**src/rtl/ff_mem_pkg.sv**
```systemverilog
// Shared types and default widths for the foodfight single-port memory arbiter.
package ff_mem_pkg;

   localparam int FF_AW = 18;
   localparam int FF_DW = 16;

   typedef enum logic [1:0] {IDLE, ACCESS, DONE} arb_state_e;

   typedef enum logic [1:0] {REQ_VID, REQ_CPU, REQ_LDR} req_id_e;

endpackage

```
**src/rtl/ff_rr_arb2.sv**
```systemverilog
// Two-way round-robin picker: when both request, the side that did not win last time wins.
module ff_rr_arb2 (
   input  logic clk,
   input  logic rst_n,
   input  logic req_a,
   input  logic req_b,
   input  logic update,
   output logic gnt_a,
   output logic gnt_b
);

   // Set when b won the most recent arbitration; the reset value lets a win the first tie.
   logic last_b;

   always_comb begin
      gnt_a = req_a & (~req_b | last_b);
      gnt_b = req_b & ~gnt_a;
   end

   always_ff @(posedge clk or negedge rst_n) begin
      if (!rst_n)
         last_b <= 1'b1;
      else if (update && (gnt_a || gnt_b))
         last_b <= gnt_b;
   end

endmodule

```
**src/rtl/ff_mem_arb.sv**
```systemverilog
// Single-port SRAM arbiter: video has absolute priority, CPU and loader alternate round-robin.
// Define FF_MEMARB_STALL_CNT_EN to build the saturating CPU wait-cycle counter.
module ff_mem_arb
   import ff_mem_pkg::*;
#(
   parameter int AW      = FF_AW,
   parameter int DW      = FF_DW,
   parameter int ACC_CYC = 2
) (
   input  logic          clk12m,
   input  logic          reset,
   input  logic          vid_req,
   input  logic [AW-1:0] vid_addr,
   output logic          vid_ack,
   input  logic          cpu_req,
   input  logic          cpu_we,
   input  logic [AW-1:0] cpu_addr,
   input  logic [DW-1:0] cpu_wdata,
   output logic          cpu_ack,
   input  logic          ldr_req,
   input  logic [AW-1:0] ldr_addr,
   input  logic [DW-1:0] ldr_wdata,
   output logic          ldr_ack,
   output logic [DW-1:0] rdata,
   output logic [AW-1:0] mem_addr,
   output logic [DW-1:0] mem_wdata,
   output logic          mem_we,
   output logic          mem_oe,
   input  logic [DW-1:0] mem_rdata,
   output logic [15:0]   cpu_stall_cnt
);

   localparam int CW = (ACC_CYC > 1) ? $clog2(ACC_CYC) : 1;

   arb_state_e    state, state_nxt;
   req_id_e       gnt_id, owner;
   logic          start, rr_update, rr_gnt_cpu, rr_gnt_ldr;
   logic          sel_we;
   logic [AW-1:0] sel_addr;
   logic [DW-1:0] sel_wdata;
   logic [CW-1:0] acc_cnt;

   ff_rr_arb2 u_rr (
      .clk    (clk12m),
      .rst_n  (reset),
      .req_a  (cpu_req),
      .req_b  (ldr_req),
      .update (rr_update),
      .gnt_a  (rr_gnt_cpu),
      .gnt_b  (rr_gnt_ldr)
   );

   always_ff @(posedge clk12m or negedge reset) begin
      if (!reset)
         state <= IDLE;
      else
         state <= state_nxt;
   end

   // Requests are only looked at in IDLE; video bypasses the round-robin pointer entirely.
   always_comb begin
      state_nxt = state;
      start     = 1'b0;
      rr_update = 1'b0;
      gnt_id    = REQ_VID;
      sel_we    = 1'b0;
      sel_addr  = vid_addr;
      sel_wdata = '0;
      case (state)
         IDLE: begin
            if (vid_req) begin
               start     = 1'b1;
               state_nxt = ACCESS;
            end else if (rr_gnt_cpu) begin
               start     = 1'b1;
               rr_update = 1'b1;
               gnt_id    = REQ_CPU;
               sel_we    = cpu_we;
               sel_addr  = cpu_addr;
               sel_wdata = cpu_wdata;
               state_nxt = ACCESS;
            end else if (rr_gnt_ldr) begin
               start     = 1'b1;
               rr_update = 1'b1;
               gnt_id    = REQ_LDR;
               sel_we    = 1'b1;
               sel_addr  = ldr_addr;
               sel_wdata = ldr_wdata;
               state_nxt = ACCESS;
            end
         end
         ACCESS:  if (acc_cnt == '0) state_nxt = DONE;
         DONE:    state_nxt = IDLE;
         default: state_nxt = IDLE;
      endcase
   end

   always_ff @(posedge clk12m or negedge reset) begin
      if (!reset) begin
         mem_addr  <= '0;
         mem_wdata <= '0;
         mem_we    <= 1'b0;
         mem_oe    <= 1'b0;
         rdata     <= '0;
         vid_ack   <= 1'b0;
         cpu_ack   <= 1'b0;
         ldr_ack   <= 1'b0;
         acc_cnt   <= '0;
         owner     <= REQ_VID;
      end else begin
         vid_ack <= 1'b0;
         cpu_ack <= 1'b0;
         ldr_ack <= 1'b0;
         if (start) begin
            mem_addr  <= sel_addr;
            mem_wdata <= sel_wdata;
            mem_we    <= sel_we;
            mem_oe    <= ~sel_we;
            owner     <= gnt_id;
            acc_cnt   <= CW'(ACC_CYC - 1);
         end else if (state == ACCESS) begin
            // Last drive cycle: release the bus and raise the ack that will be seen in DONE.
            if (acc_cnt == '0) begin
               mem_we  <= 1'b0;
               mem_oe  <= 1'b0;
               if (mem_oe)
                  rdata <= mem_rdata;
               vid_ack <= (owner == REQ_VID);
               cpu_ack <= (owner == REQ_CPU);
               ldr_ack <= (owner == REQ_LDR);
            end else begin
               acc_cnt <= acc_cnt - 1'b1;
            end
         end
      end
   end

`ifdef FF_MEMARB_STALL_CNT_EN
   logic [15:0] stall_cnt;

   always_ff @(posedge clk12m or negedge reset) begin
      if (!reset)
         stall_cnt <= '0;
      else if (cpu_req && !cpu_ack && (stall_cnt != 16'hFFFF))
         stall_cnt <= stall_cnt + 16'd1;
   end

   assign cpu_stall_cnt = stall_cnt;
`else
   assign cpu_stall_cnt = '0;
`endif

endmodule

```
**config.mk**
```make
export PLATFORM = sky130hd
export DESIGN_NAME = ff_mem_arb
export DESIGN_NICKNAME = d
export VERILOG_FILES = /design/src/rtl/ff_mem_pkg.sv /design/src/rtl/ff_rr_arb2.sv /design/src/rtl/ff_mem_arb.sv
export SDC_FILE = /design/constraint.sdc
export NUM_CORES = 1
export LEC_CHECK = 0
export BUFFER_PORTS_ARGS = -buffer_cell sky130_fd_sc_hd__buf_4
export CORE_AREA = 4 4 92 94
export DETAILED_ROUTE_END_ITERATION = 8
export DIE_AREA = 0 0 96 98
export GPL_ROUTABILITY_DRIVEN = 0
export PLACE_DENSITY = 0.75
export SYNTH_ARGS = -nofsm -noshare
export SYNTH_HDL_FRONTEND = slang
export SYNTH_HIERARCHICAL = 1
export SYNTH_SLANG_ARGS = --single-unit
```
**constraint.sdc**
```tcl
create_clock -name clk12m -period 1.9 [get_ports clk12m]
set_clock_uncertainty 0.05 [all_clocks]
set_input_delay 0 -clock clk12m [delete_from_list [all_inputs] [get_ports clk12m]]
set_output_delay 0 -clock clk12m [all_outputs]
set_load 0.02 [all_outputs]
```
==> results.json <==
{
  "status": "finished clean",
  "cpMostUsedCell": "buf_4",
  "clkPwrFrac_pct": 16.7,
  "syn-cell-area_sq_um": 2950,
  "antenna_found_initial": 0,
  "nets": 630,
  "portBuffers": 162,
  "total_power_mw": 7.12,
  "synth-compound-area-share_pct": 21.6,
  "stdcell_area_sq_um": 5480,
  "gr-total-overflow": 0,
  "yosys.cell_types.count": 37,
  "startpoint_type": "register",
  "dr_total_vias": 3191,
  "setup_slack_ns": 0.0467,
  "maxCapViolations": 0,
  "clkLatencyLatePin_ns": 0.34,
  "dr.pass1.iters": 4,
  "synthAdderAreaFrac_pct": 0,
  "finalSetupViolations": 0,
  "postPlaceCellArea_sq_um": 4200,
  "clock-root-buffer": "clkbuf_8",
  "p_int_mw": 4.34,
  "r2r-start": "u_rr/last_b",
  "hold_viol_final": 0,
  "fmax_mhz": 540,
  "synth_top_family_by_area": "compound AO/OA/AOI/OAI gates",
  "synthMuxAreaShare_pct": 8.22,
  "syn_inst": 252,
  "pre_cts_slack_ns": -0.184,
  "r2r-end": "mem_wdata[14]",
  "synth.area.top_cells": "dfrtp_1 (51%), mux2_4 (5.6%), a221o_1 (5.4%)",
  "ys_ff_latch": 61,
  "synthXorXnorAreaFrac_pct": 0,
  "slew_viol_final": 0,
  "ir_worst_vdd_mv": 0.581,
  "cts_num_sinks": 61,
  "crit_fanout": 8,
  "core-area_sq_um": 7650,
  "power_leakage_nw": 2.62,
  "reg2regPathDepth": 7,
  "switchingPower_mw": 2.78,
  "crit_type": "register to register",
  "die_area_sq_um": 9410,
  "hp-start": "ldr_addr[2]",
  "synthSimpleGateAreaFrac_pct": 9.07,
  "grt_max_degree": 62,
  "critPathCaptureType": "register",
  "relSlewSlack_pct": 49.2,
  "die_w_um": 96,
  "seq_power_share_pct": 31.2,
  "num_rows": 32,
  "viasPerCell": 5.07,
  "antenna_cells": 0,
  "grt_pass1_vias": 3514,
  "cpPeakStageDelay_ns": 0.57,
  "drc": 0,
  "ys_warn_count": 6,
  "drt-initial-drc-count": 103,
  "drt-total-wl_um": 10900,
  "grt_use_total_pct": 23.3,
  "r2r_slack_ns": 0.05,
  "holdPathStages": 3,
  "die_y_um": 98,
  "arrival_ns": 2.07,
  "crit_chain": "inv_1 -> a21boi_4 -> buf_4 -> nor4b_4 -> buf_4 -> and2_1 -> a221o_1",
  "synth-seq-area-share_pct": 51.8,
  "syn_area_per_cell_sq_um": 11.7,
  "path_clk_slew_ns": 0.07,
  "initial_core_util_pct": 38.6,
  "cts_buffer_depth": 2,
  "period_needed_ns": 1.85,
  "numCtsBuffers": 9,
  "timing.setup.tns_ns": 0,
  "power.share.switching_pct": 39.1,
  "h-tree-depth": 3,
  "combPwrFrac_pct": 52.1,
  "synthToLayoutAreaGrowth_pct": 85.7,
  "hold_class": "input port to register",
  "wl_per_cell_um": 17.4,
  "synth_top_area_share_pct": 50.9,
  "tightest_slew_ns": 0.762,
  "yosysTopAreaCell": "dfrtp_1",
  "power_density_nw_per_um2": 1300,
  "grt_pass1_wl_um": 17000,
  "fin_util_pct": 71.7,
  "critPathSlowestCell": "dfstp_2",
  "antenna_left": 0,
  "ioPinCount": 179,
  "drive_above_1_share_pct": 41.6,
  "cp.required_ns": 2.12,
  "cts_tree": "yes",
  "hold_end": "mem_addr[2]",
  "dp_hpwl_um": 6180,
  "fin_crit_sh_pct": 97.5
}
Yosys cell counts (all sizes together):
cell type,n
dfrtp,60
buf,28
a21oi,20
a31oi,18
and2,18
o21ai,18
a22oi,17
mux2,17
a221o,16
clkbuf,7
inv,4
nand2,4
nor2,4
nor3b,3
a21boi,2
a21o,2
nand3b,2
nor2b,2
or3,2
a22o,1
a31o,1
conb,1
dfstp,1
mux2i,1
nor3,1
nor4b,1
or3b,1
area by class of cell:
class | count | area [sq um]
clock buffer | 11 | 151
timing repair buffer | 279 | 2370
fill | 507 | 2170
inverter | 4 | 15.0
clock inverter | 5 | 58.8
sequential | 61 | 1530
tap | 102 | 128
multi-input combinational | 167 | 1230
state kept, by name (all words and copies together), names as in the netlist:
register / flops
mem_addr: 18
mem_wdata: 16
rdata: 16
owner: 2
state: 2
acc_cnt: 1
cpu_ack: 1
ldr_ack: 1
mem_oe: 1
mem_we: 1
u_rr/last_b: 1
vid_ack: 1
metrics by stage:
step / hold slack, ns / instances
final: 0.00512 / 629
after global routing: 0.0103 / 629
after CTS: 0.0000458 / 627
after detailed placement: 0.0746 / 508
after global placement: 0.0657 / 508
after floorplan: -0.346 / 267
cells in the final DEF (no fill, tap or decap), types with 4 or more instances in the layout:
master	count
a22oi_1	17
buf_4	174
conb_1	16
clkbuf_8	11
mux2_4	11
a21oi_1	20
and2_1	16
nand2_1	4
dfrtp_1	60
o21ai_0	18
mux2_2	6
a221o_1	16
a31oi_1	18
dlygate4sd3_1	103
inv_1	4
routing by layer:
layer  vias to the layer above  part of all wire (%)  wire, um  track usage (%)
met4                         0                   3.1       337             11.7
li1                       1451                     -         -                -
met5                         -                     0         0                0
met2                       184                    52      5640             40.6
met3                        30                   7.8       850             6.01
met1                      1526                    37      4090             25.6
logic make-up after synthesis:
logic type,count (synthesis)
buffers and inverters,39
other,1
and+or+nand+nor,38
muxes,18
DFF,61
AOI/OAI and AO/OA,95
critical path: cells and delay by family, from the launching register on:
kind	cells	cell delay [ns]
AOI/OAI and AO/OA	2	0.31
buffers and inverters	3	0.44
DFF	1	0.57
and+or+nand+nor	2	0.42
power by group through the flow:
stage / logic, mW / clock network (mW) / registers (mW)
after floorplan: 1.52 / 0 / 2.82
after global placement: 3.40 / 0 / 2.19
after detailed placement: 3.47 / 0 / 2.23
after CTS: 3.65 / 1.22 / 2.21
after global routing: 3.95 / 1.28 / 2.29
final: 3.71 / 1.19 / 2.22
how the worst max path moves through the flow:
stage / cells after the start / slack [ns] / endpoint / startpoint
after floorplan: 7 / 0.04 / mem_wdata[10] / u_rr/last_b
final: 7 / 0.05 / mem_wdata[14] / u_rr/last_b
after detailed placement: 4 / -0.18 / mem_addr[2] / u_rr/last_b
after global placement: 4 / -0.05 / mem_addr[6] / u_rr/last_b
after CTS: 7 / 0.03 / mem_wdata[14] / u_rr/last_b
after global routing: 7 / -0.01 / mem_wdata[13] / u_rr/last_b
what timing repair did:
item	4_1_cts	5_1_grt
resized for setup	3	4
hold buffers	103	0
cloned	0	0
pin swaps	0	2
endpoints found under the setup margin	34	27
endpoints found under the hold margin	113	0
setup buffers	0	2
No activity file was read; power rests on OpenSTA's default activity.
